File: src/rtl/ready_mask.sv
// Builds the per-entry ready mask: Count ones rotated left from the read address, with wrap.
module ready_mask #(
  parameter int BufferWidth = 2,
  parameter int BufferSize  = 2 ** BufferWidth
) (
  input  logic [BufferWidth-1:0] R_Addr,
  input  logic [BufferWidth:0]   Count,
  output logic [BufferSize-1:0]  Ready
);

  logic [BufferWidth-1:0] offset;

  // An entry is ready when its distance ahead of the read address is below the unread count;
  // the modulo wraps for free in BufferWidth bits because BufferSize is a power of two.
  always_comb begin
    Ready  = '0;
    offset = '0;
    for (int i = 0; i < BufferSize; i++) begin
      offset   = BufferWidth'(i) - R_Addr;
      Ready[i] = ({1'b0, offset} < Count);
    end
  end

endmodule

File: src/rtl/buffer_ready_tracker.sv
// Tracks occupancy of a circular buffer with write/read pointers one bit wider than the address,
// accepting single-entry pushes and multi-entry pops, and flagging pops that ask for too much.
module buffer_ready_tracker #(
  parameter int BufferWidth = 2,
  parameter int BufferSize  = 2 ** BufferWidth
) (
  input  logic                   Clk,
  input  logic                   Rst,
  input  logic                   Push_En,
  input  logic                   Pop_En,
  input  logic [BufferWidth:0]   Pop_Num,
  output logic                   Push_Accept,
  output logic [BufferWidth-1:0] W_Addr,
  output logic [BufferWidth-1:0] R_Addr,
  output logic                   Round,
  output logic [BufferWidth:0]   Count,
  output logic [BufferSize-1:0]  Ready,
  output logic                   Full,
  output logic                   Empty,
  output logic                   Pop_Err
);

  localparam int PtrWidth = BufferWidth + 1;

  // The pointer scheme only works for power-of-two depths, so refuse anything else outright.
  if (BufferSize != 2 ** BufferWidth) begin : g_bad_size
    $error("buffer_ready_tracker: BufferSize must equal 2**BufferWidth");
  end

  logic [PtrWidth-1:0] wptr;
  logic [PtrWidth-1:0] rptr;
  logic [PtrWidth-1:0] count;
  logic [PtrWidth-1:0] pop_amount;
  logic [PtrWidth-1:0] count_after_pop;
  logic                pop_valid;
  logic                push_accept;

  // Decide pop validity against the pre-edge count only, then see if a push still fits
  // once the popped entries are released; a same-cycle push never helps a pop.
  always_comb begin
    count           = wptr - rptr;
    pop_valid       = Pop_En && (Pop_Num <= count);
    pop_amount      = pop_valid ? Pop_Num : '0;
    count_after_pop = count - pop_amount;
    push_accept     = !Rst && Push_En && (count_after_pop < PtrWidth'(BufferSize));
  end

  // Advance pointers on accepted traffic and register a one-cycle error pulse for rejected pops.
  always_ff @(posedge Clk) begin
    if (Rst) begin
      wptr    <= '0;
      rptr    <= '0;
      Pop_Err <= 1'b0;
    end else begin
      wptr    <= wptr + PtrWidth'(push_accept);
      rptr    <= rptr + pop_amount;
      Pop_Err <= Pop_En && !pop_valid;
    end
  end

  ready_mask #(
    .BufferWidth(BufferWidth),
    .BufferSize (BufferSize)
  ) u_ready_mask (
    .R_Addr(R_Addr),
    .Count (Count),
    .Ready (Ready)
  );

  assign Push_Accept = push_accept;
  assign W_Addr      = wptr[BufferWidth-1:0];
  assign R_Addr      = rptr[BufferWidth-1:0];
  assign Round       = wptr[BufferWidth] ^ rptr[BufferWidth];
  assign Count       = count;
  assign Full        = (count == PtrWidth'(BufferSize));
  assign Empty       = (count == '0);

endmodule

File: config.mk
export PLATFORM = sky130hd
export DESIGN_NAME = buffer_ready_tracker
export DESIGN_NICKNAME = d
export VERILOG_FILES = /design/src/rtl/ready_mask.sv /design/src/rtl/buffer_ready_tracker.sv
export SDC_FILE = /design/constraint.sdc
export NUM_CORES = 1
export LEC_CHECK = 0
export CELL_PAD_IN_SITES_DETAIL_PLACEMENT = 1
export CELL_PAD_IN_SITES_GLOBAL_PLACEMENT = 1
export CORE_MARGIN = 1.5
export CORE_UTILIZATION = 43
export DETAILED_ROUTE_END_ITERATION = 7
export DONT_BUFFER_PORTS = 1
export PLACE_DENSITY = 0.84
export SETUP_SLACK_MARGIN = 0.05
export SYNTH_ARGS = -nofsm -noshare
export SYNTH_HDL_FRONTEND = slang
export SYNTH_HIERARCHICAL = 1
export SYNTH_SLANG_ARGS = --single-unit
File: constraint.sdc
create_clock -name Clk -period 4.84 [get_ports Clk]
set_clock_uncertainty 0.15 [all_clocks]
set_input_delay 0.968 -clock Clk [delete_from_list [all_inputs] [get_ports Clk]]
set_output_delay 0.968 -clock Clk [all_outputs]
set_load 0.01 [all_outputs]
# Word level (Yosys, flattened, before mapping)
# Index checks and enable logic that the tools add are counted.
word_totals:
  output_inout_bits: 16
  input_bits: 7
  word_cells: 27
  reg_bits: 7
classes:
  muxes: 1
  bitwise_logic: 1
  eq_ne: 1
  reduce_logical: 7
  n_addsub: 8
  order_cmp: 6
op_table:
  columns: ["operator", "n"]
  rows:
  - ["2-bit by 3-bit less-than comparator with 1-bit output", 4]
  - ["3-bit subtractor", 2]
  - ["1-bit logical AND", 4]
  - ["1-bit by 2-bit subtractor with 2-bit output (first input constant)", 2]
  - ["2-bit subtractor (first input constant)", 2]
  - ["3-bit by 1-bit adder with 3-bit output", 1]
  - ["3-bit adder", 1]
  - ["3-bit equality test (second input constant)", 1]
  - ["3-bit <= comparator", 1]
  - ["3-bit logical NOT", 1]
  - ["3-bit less-than comparator (second input constant)", 1]
  - ["3-bit two-way mux", 1]
  - ["1-bit logical NOT", 2]
  - ["1-bit bitwise XOR", 1]

# Longest topological paths before layout
# Gate-level depths: netlist of the first run.
logic_depth:
  ltp_word: 8
  depth_mapped: 20
  ltp_nobuf: 20

# By module
# Netlist of the first run, hierarchy kept.
by_module_without_submodules:
  columns: ["module", "instances", "seq_area_each_um2", "area_each_um2", "cells_per_inst"]
  rows:
  - ["buffer_ready_tracker", 1, 140.1, 566.8, 64]
  - ["ready_mask", 1, 0.0, 135.1, 18]

# Worst setup path before layout of the first run
# OpenSTA, ideal clock, no wires.
synth_path:
  kind: "register to output"
  start: "reg rptr[0]"
  end: "out Push_Accept"
  stages_incl_launch_ff: 15
  t_required_ns: 3.722
  arrival_time_ns: 3.787
  n_path_buf: 0
  setup_slack_ns: -0.065
  cell_sequence: "dfxtp_1 > ha_1 > inv_1 > fa_1 > inv_1 > ha_1 > nor2b_1 > o21ai_1 > maj3_2 > nand3_1 > ha_1 > or2_2 > mux2i_1 > o21ai_0 > a2111oi_1"
synth_via:
  elab_chain_cells: 7
synth_lines:
  columns: ["item", "line_no", "text"]
  rows:
  - ["start: declaration", "buffer_ready_tracker.sv:31", "logic [PtrWidth-1:0] rptr;"]
  - ["start signal: assignment", "buffer_ready_tracker.sv:56", "rptr <= rptr + pop_amount;"]
  - ["3-bit subtractor *", "buffer_ready_tracker.sv:41", "count = wptr - rptr;"]
  - ["net Count[1]", "buffer_ready_tracker.sv:16", "output logic [BufferWidth:0] Count,"]
  - ["3-bit <= comparator", "buffer_ready_tracker.sv:42", "pop_valid = Pop_En && (Pop_Num <= count);"]
  - ["1-bit logical AND", "buffer_ready_tracker.sv:42", null]
  - ["3-bit two-way mux", "buffer_ready_tracker.sv:43", "pop_amount = pop_valid ? Pop_Num : '0;"]
  - ["3-bit subtractor *", "buffer_ready_tracker.sv:44", "count_after_pop = count - pop_amount;"]
  - ["3-bit less-than comparator *", "buffer_ready_tracker.sv:45", "push_accept = !Rst && Push_En && (count_after_pop < PtrWidth'(BufferSize));"]
  - ["1-bit logical AND *", "buffer_ready_tracker.sv:45", null]
  - ["end: declaration", "buffer_ready_tracker.sv:12", "output logic Push_Accept,"]
# Mark *: on every way through the listed nets, which the timed path passes. The rest lies on a longest branch.

# Worst setup path after layout of the first run
layout_path:
  start: "reg wptr[0]"
  end: "out Push_Accept"
layout_via:
  elab_chain_cells: 7
layout_lines:
  columns: ["item", "line_no", "text"]
  rows:
  - ["start: declaration", "buffer_ready_tracker.sv:30", "logic [PtrWidth-1:0] wptr;"]
  - ["start signal: assignment", "buffer_ready_tracker.sv:55", "wptr <= wptr + PtrWidth'(push_accept);"]
  - ["3-bit subtractor *", "buffer_ready_tracker.sv:41", null]
  - ["3-bit <= comparator", "buffer_ready_tracker.sv:42", null]
  - ["1-bit logical AND", "buffer_ready_tracker.sv:42", null]
  - ["3-bit two-way mux", "buffer_ready_tracker.sv:43", null]
  - ["3-bit subtractor *", "buffer_ready_tracker.sv:44", null]
  - ["3-bit less-than comparator *", "buffer_ready_tracker.sv:45", null]
  - ["1-bit logical AND *", "buffer_ready_tracker.sv:45", null]
# Every way passes the cells marked *; elsewhere a longest branch is shown, timed or not.

==> metrics.txt, run 1 <==
Remaining DRCs=0; CP arrival=3.54 ns; Synth async-reset ratio=0%; boundary pin count=23; sequential share of the synthesized area=20.0%; chip width=43.4 um; slowest stage delay, CP=0.52 ns; Max Freq=214 MHz; number of global-route vias before repair=655; Pins Over Slew Limit=0; status=finished, final reports clean; GPL Wtd Cong=0.755; Most common cell on crit path=ha_4; largest net degree at the start of global routing=12; Seq cells post-synth=7; slew margin rel.=74.7%; hpwl dp=1330 um; CTS tree=yes; number of buffers and inverters on the critical path=4; Skew-Pair Late Insertion Delay=0.25 ns; die height=43.4 um; area grow syn2layout=25.5%; area taken by multi-input logic gates=561 sq um; TritonCTS Buffers=3; core footprint=0.00152 sq mm; crit path launch type=flip-flop; 1st-iter DRT viols=0; crit path capture type=output port; Final period util=96.3%; post-route ant nets=0; final hold vios=0; leak pwr=0.000407 uW; pre-CTS setup slack=0.146 ns; mean post-synth cell area=8.56 sq um; post-route design area=881 sq um; slowest stage cell, crit path=fa_1; R2R setup slack=0.74 ns; WHS Path Cells=2; setup slack after layout=0.178 ns; ant diodes=0; end of the worst register-to-register path=wptr[1]; register area=144 sq um; Mapped Nets=102; R2R cell count=19; TritonCTS sink count=7; Power Density=731 mW/mm^2; critical-path maximum fanout=3; Inst Count DP=100; EDFF count, synth=0; GR Overflow Total=0; Reg clk slew, reported paths=0.05 ns; final total power=644 uW; hold endpoint=wptr[2]; placed cell areas=742 sq um; Final Setup Violations=0; Crit path depth=16; Worst R2R Start=wptr[0]; Hold Crit Start=wptr[2]; hold_buf cts=0; top cell family by delay on the critical path=adder cells; RSZ-0062 raised after global routing=yes; initial antenna violation count=0; Cell Chain, Critical Path=inv_4, ha_4, inv_2, fa_1, inv_2, ha_4, nor2b_4, o21ai_2, maj3_2, nand3_4, ha_4, or2_4, mux2i_1, o21ai_1, a2111oi_2, buf_4; Pre-antenna DRT Iters=1; num rows=14; max-cap violations=0; most common cell after layout, fill and taps aside=buf_4; FILL cells=185; first-pass GRT wire length=2950 um; via count=579; CTS root buf=clkbuf_4; Port-buffer cells=0; Routed Wire Length=1900 um; Req. time, crit path=3.72 ns; Nets=114; Peak VDD IR=393 uV; routed vias/inst=5.31; distinct cell type count after synthesis=28; Primary FF master, synth=dfxtp_1; layout cells sized above 1=34.4%; post-route insts no fill=109; most frequent cells in the layout=buf_4, inv_1, ha_1, nor2b_1, dfxtp_1; Hold Path Class=flip-flop to flip-flop; initial core utilization=46.1%; clock buffer depth=2; GRT Overall Usage=21.1%; actual slew at the worst max-slew pin=0.376 ns; setup_tns=0 ns; CP Class=flip-flop to output port; Final Critical Period=4.66 ns; routed len/inst=17.4 um; Cells after Synth=82; Die Area=0.00188 sq mm; synthesized area=702 sq um; Ys Warns=6; H-tree levels=1
metrics by stage:
step | util [%] | hold WS (ns)
after floorplan | - | 0.386
after global placement | 48.7 | 0.401
after detailed placement | 48.7 | 0.436
after CTS | 53.3 | 0.441
after global routing | 57.8 | 0.481
final | 57.8 | 0.466
metal layers:
| layer | wire [um] | share of wire [%] | track usage [%] |
|---|---|---|---|
| met5 | 0 | 0 | 0 |
| met4 | 0 | 0 | 0 |
| met3 | 99 | 5.2 | 7.92 |
| met2 | 1060 | 56 | 38.8 |
| met1 | 735 | 39 | 24.7 |
repair_timing:
| item | CTS | global route |
|---|---|---|
| gates cloned | 0 | 0 |
| setup endpoints to repair | 1 | 1 |
| gates resized for setup | 6 | 12 |
| setup buffers | 3 | 2 |
| pin swaps | 7 | 8 |
worst max path at each step:
stage | startpoint | to | slack [ns]
after floorplan | rptr[0] | Push_Accept | 0.08
after global placement | wptr[0] | Push_Accept | 0.26
after detailed placement | wptr[0] | Push_Accept | 0.15
after CTS | wptr[0] | Push_Accept | 0.05
after global routing | wptr[0] | Push_Accept | 0.004
final | wptr[0] | Push_Accept | 0.18
registers in the layout, indices dropped and copies added, names as in the netlist:
register / count
rptr: 3
wptr: 3
Pop_Err: 1
cells in the mapped netlist, drive strengths merged, types with 2 or more instances:
library cell  number  area share (%)
inv               12             6.4
ha                11              20
nor2b              8             7.1
dfxtp              7              20
xnor2              5             7.3
buf                4             4.3
nand2              4             2.1
nor2               4             2.1
o21ai              4             2.9
nor3               3             2.1
a21oi              2             1.4
a31oi              2             1.8
fa                 2             5.7
nand3              2             1.4
cell families (layout without fill, tap and decap cells):
kind of cell               after synthesis  after routing  share of synthesized area (%)
and+or+nand+nor                         28             28                           22.8
buffers and inverters                   16             27                           10.7
adders and majority gates               14             14                           26.9
AOI/OAI and AO/OA                       10             10                           8.56
DFF                                      7              7                           20.0
xor gates and xnor gates                 6              6                           9.63
muxes                                    1              1                           1.43
worst reg2reg max path, cell delays in order, from the launching register on:
cell and delay, ns:
dfxtp_4 0.36, inv_4 0.06, ha_4 0.12, inv_2 0.03, fa_1 0.52, inv_2 0.07
ha_4 0.26, nor2b_4 0.14, o21ai_2 0.07, maj3_2 0.35, nand3_4 0.10, ha_4 0.20
or2_4 0.23, mux2i_1 0.12, o21ai_1 0.09, a2111oi_2 0.38, buf_4 0.19, ha_1 0.16
ha_1 0.25, nor2b_1 0.14
final cells by class:
cell class	instances	share of cell area, %
clock buffers	4	2.98
inverters	12	5.40
multi-input cells	59	63.6
flip-flops and latches	7	16.3
well taps	16	2.27
repair buffers	11	9.37
where the power goes:
| group | internal (uW) | switching, uW |
|---|---|---|
| Combinational | 225 | 280 |
| Sequential | 71.7 | 14.4 |
| Clock | 31.4 | 21.2 |
(Power assumes the default switching activity.)
==> run 2, diff against run 1 <==
--- a/config.mk
+++ b/config.mk
@@ -8,10 +8,10 @@
 export CELL_PAD_IN_SITES_DETAIL_PLACEMENT = 1
 export CELL_PAD_IN_SITES_GLOBAL_PLACEMENT = 1
 export CORE_MARGIN = 1.5
-export CORE_UTILIZATION = 43
+export CORE_UTILIZATION = 47
 export DETAILED_ROUTE_END_ITERATION = 7
 export DONT_BUFFER_PORTS = 1
-export PLACE_DENSITY = 0.84
+export PLACE_DENSITY = 0.9
 export SETUP_SLACK_MARGIN = 0.05
 export SYNTH_ARGS = -nofsm -noshare
 export SYNTH_HDL_FRONTEND = slang
==> constraint.sdc (replaced) <==
create_clock -name Clk -period 5.4 [get_ports Clk]
set_clock_uncertainty 0.15 [all_clocks]
set_input_delay 1.08 -clock Clk [delete_from_list [all_inputs] [get_ports Clk]]
set_output_delay 1.08 -clock Clk [all_outputs]
set_load 0.01 [all_outputs]
==> metrics.txt, run 2 (synthesis results as in run 1) <==
Pre-antenna DRT Iters=6 (+5); met1 wire length=675 um (-8.2%); hpwl dp=1330 um (-0.34%); slew margin rel.=57.2% (-18 points); FILL cells=175 (-5.4%); via count=574 (-0.86%); Setup Buffers After CTS=0 (-3); TritonCTS Buffers=3 (unchanged); initial antenna violation count=0 (unchanged); H-tree levels=1 (unchanged); number of global-route vias before repair=666 (+1.7%); number of buffers and inverters on the critical path=3 (-1); clock buffer depth=2 (unchanged); most common cell after layout, fill and taps aside=inv_1; max-cap violations=0 (unchanged); top sig layer=met3; Req. time, crit path=4.17 ns (+0.45 ns); placed cell areas=721 sq um (-2.9%); Cell Chain, Critical Path=inv_1, fa_1, inv_1, ha_1, nor2b_1, o21ai_1, maj3_2, nand3_1, ha_1, or2_2, mux2i_1, o21ai_0, a2111oi_1, buf_4; setup slack after layout=0.264 ns (+0.0863 ns); GR Overflow Total=0 (unchanged); slowest stage cell, crit path=fa_1; TritonCTS sink count=7 (unchanged); largest registers=rptr x3, wptr x3, Pop_Err x1; area grow syn2layout=6.42%; Reg power frac=16.6% (+3.2 points); CTS tree=yes; ant diodes=0 (unchanged); chip width=41.6 um (-4.0%); Clock Power Share=10.6% (+2.4 points); Pins Over Slew Limit=0 (unchanged); CTS root buf=clkbuf_4; Final Setup Violations=0 (unchanged); top cell family by delay on the critical path=adder cells; Port-buffer cells=0 (unchanged); first-pass GRT wire length=2840 um (-4.0%); largest net degree at the start of global routing=13 (+1); Final period util=95.1%; Power Density=628 mW/mm^2 (-14%); post-route design area=747 sq um (-15%); Met3 Wirelength=77 um (-22%); num rows=13 (-1); post-route ant nets=0 (unchanged); leak pwr=0.000355 uW (-13%); Nets=107 (-6.1%); die height=41.6 um (-4.0%); Internal=228 uW (-31%); slowest stage delay, CP=0.54 ns (+0.02 ns); critical-path maximum fanout=6 (+3); CP arrival=3.91 ns (+0.37 ns); Post-CTS Resized=0 (-6); Max Freq=195 MHz; met2 WL post-DR=870 um (-18%); final total power=469 uW (-27%); initial core utilization=52.0% (+5.9 points); Comb pwr share=72.8% (-5.6 points); crit path capture type=output port; Die Area=0.00173 sq mm (-7.9%); RSZ-0062 raised after global routing=no; pre-CTS setup slack=0.522 ns (+0.376 ns); Remaining DRCs=0 (unchanged); switching power=241 uW (-24%); Final Critical Period=5.14 ns; setup_tns=0 ns (unchanged); core footprint=0.00135 sq mm (-11%); Peak VDD IR=331 uV (-16%); GRT Overall Usage=21.2% (+0.20 points); routed vias/inst=5.68 (+7.0%); status=finished, final reports clean; final core utilization=55.3% (-2.5 points); Routed Wire Length=1620 um (-15%); Hold Path Class=flip-flop to flip-flop; boundary pin count=23 (unchanged); 1st-iter DRT viols=8 (+8); final hold vios=0 (unchanged); crit path launch type=flip-flop; routed len/inst=16.1 um (-7.9%); most frequent cells in the layout=inv_1, ha_1, nor2b_1, dfxtp_1; Reg clk slew, reported paths=0.06 ns (about the same); GPL Wtd Cong=0.769 (+1.9%); Skew-Pair Late Insertion Delay=0.26 ns (about the same); CP Class=flip-flop to output port; Sw Share=51.4% (+2.4 points); hold_buf cts=0 (unchanged); layout cells sized above 1=15.1% (-19 points); actual slew at the worst max-slew pin=0.639 ns (+0.263 ns)
## run 2: cell count changes in the layout (fill, tap and decap cells not counted), moves of 2 or more
| cell | before | now |
|---|---|---|
| buf_4 | 11 | 4 |
| ha_1 | 8 | 11 |
| ha_4 | 3 | 0 |
| inv_1 | 9 | 12 |
| inv_2 | 2 | 0 |
## run 2: layout make-up
cell class              instances  area (sq um)  area share (%)
inverters                      12          45.0            6.03
well taps                      15          18.8            2.51
clock buffers                   4          26.3            3.52
multi-input cells              59           487            65.2
repair buffers                  4          30.0            4.02
flip-flops and latches          7           140            18.8
## run 2: routing by layer
| layer | GRT usage [%] | up-vias |
|---|---|---|
| li1 | - | 279 |
| met1 | 23.2 | 279 |
| met5 | 0 | - |
| met3 | 3.91 | 0 |
| met4 | 7.74 | 0 |
| met2 | 40.0 | 16 |
## run 2: path summary, 6_finish.rpt
kind            from     endpoint  slack, ns  cells past startpoint
max          rptr[1]  Push_Accept       0.26                     14
min          wptr[2]      wptr[2]       0.44                      2
max reg2reg  rptr[1]      wptr[1]       0.97                     17
min reg2reg  wptr[2]      wptr[2]       0.44                      2
## run 2: worst reg2reg max path, cell delays in order, from the launching register on
cell and delay [ns]:
dfxtp_1 0.53, inv_1 0.11, fa_1 0.54, inv_1 0.06, ha_1 0.28, nor2b_1 0.13, o21ai_1 0.18, maj3_2 0.26
nand3_1 0.13, ha_1 0.30, or2_2 0.29, mux2i_1 0.12, o21ai_0 0.10, a2111oi_1 0.41, buf_4 0.20, ha_1 0.16
ha_1 0.23, nor2b_1 0.14
## run 2: power groups by stage
stage | logic (uW) | registers [uW] | clock network (uW)
floorplan | 274 | 74.5 | 0
global placement | 322 | 78.7 | 0
detailed placement | 344 | 79.5 | 0
CTS | 346 | 78.1 | 51.2
global route | 381 | 79.4 | 54.0
finish | 342 | 77.7 | 49.8
## run 2: per-stage QoR
step	std cells	hold WS, ns
5_1_grt	101	0.488
3_5_place_dp	97	0.429
2_1_floorplan	82	0.386
6_report	101	0.438
4_1_cts	101	0.439
3_3_place_gp	97	0.402
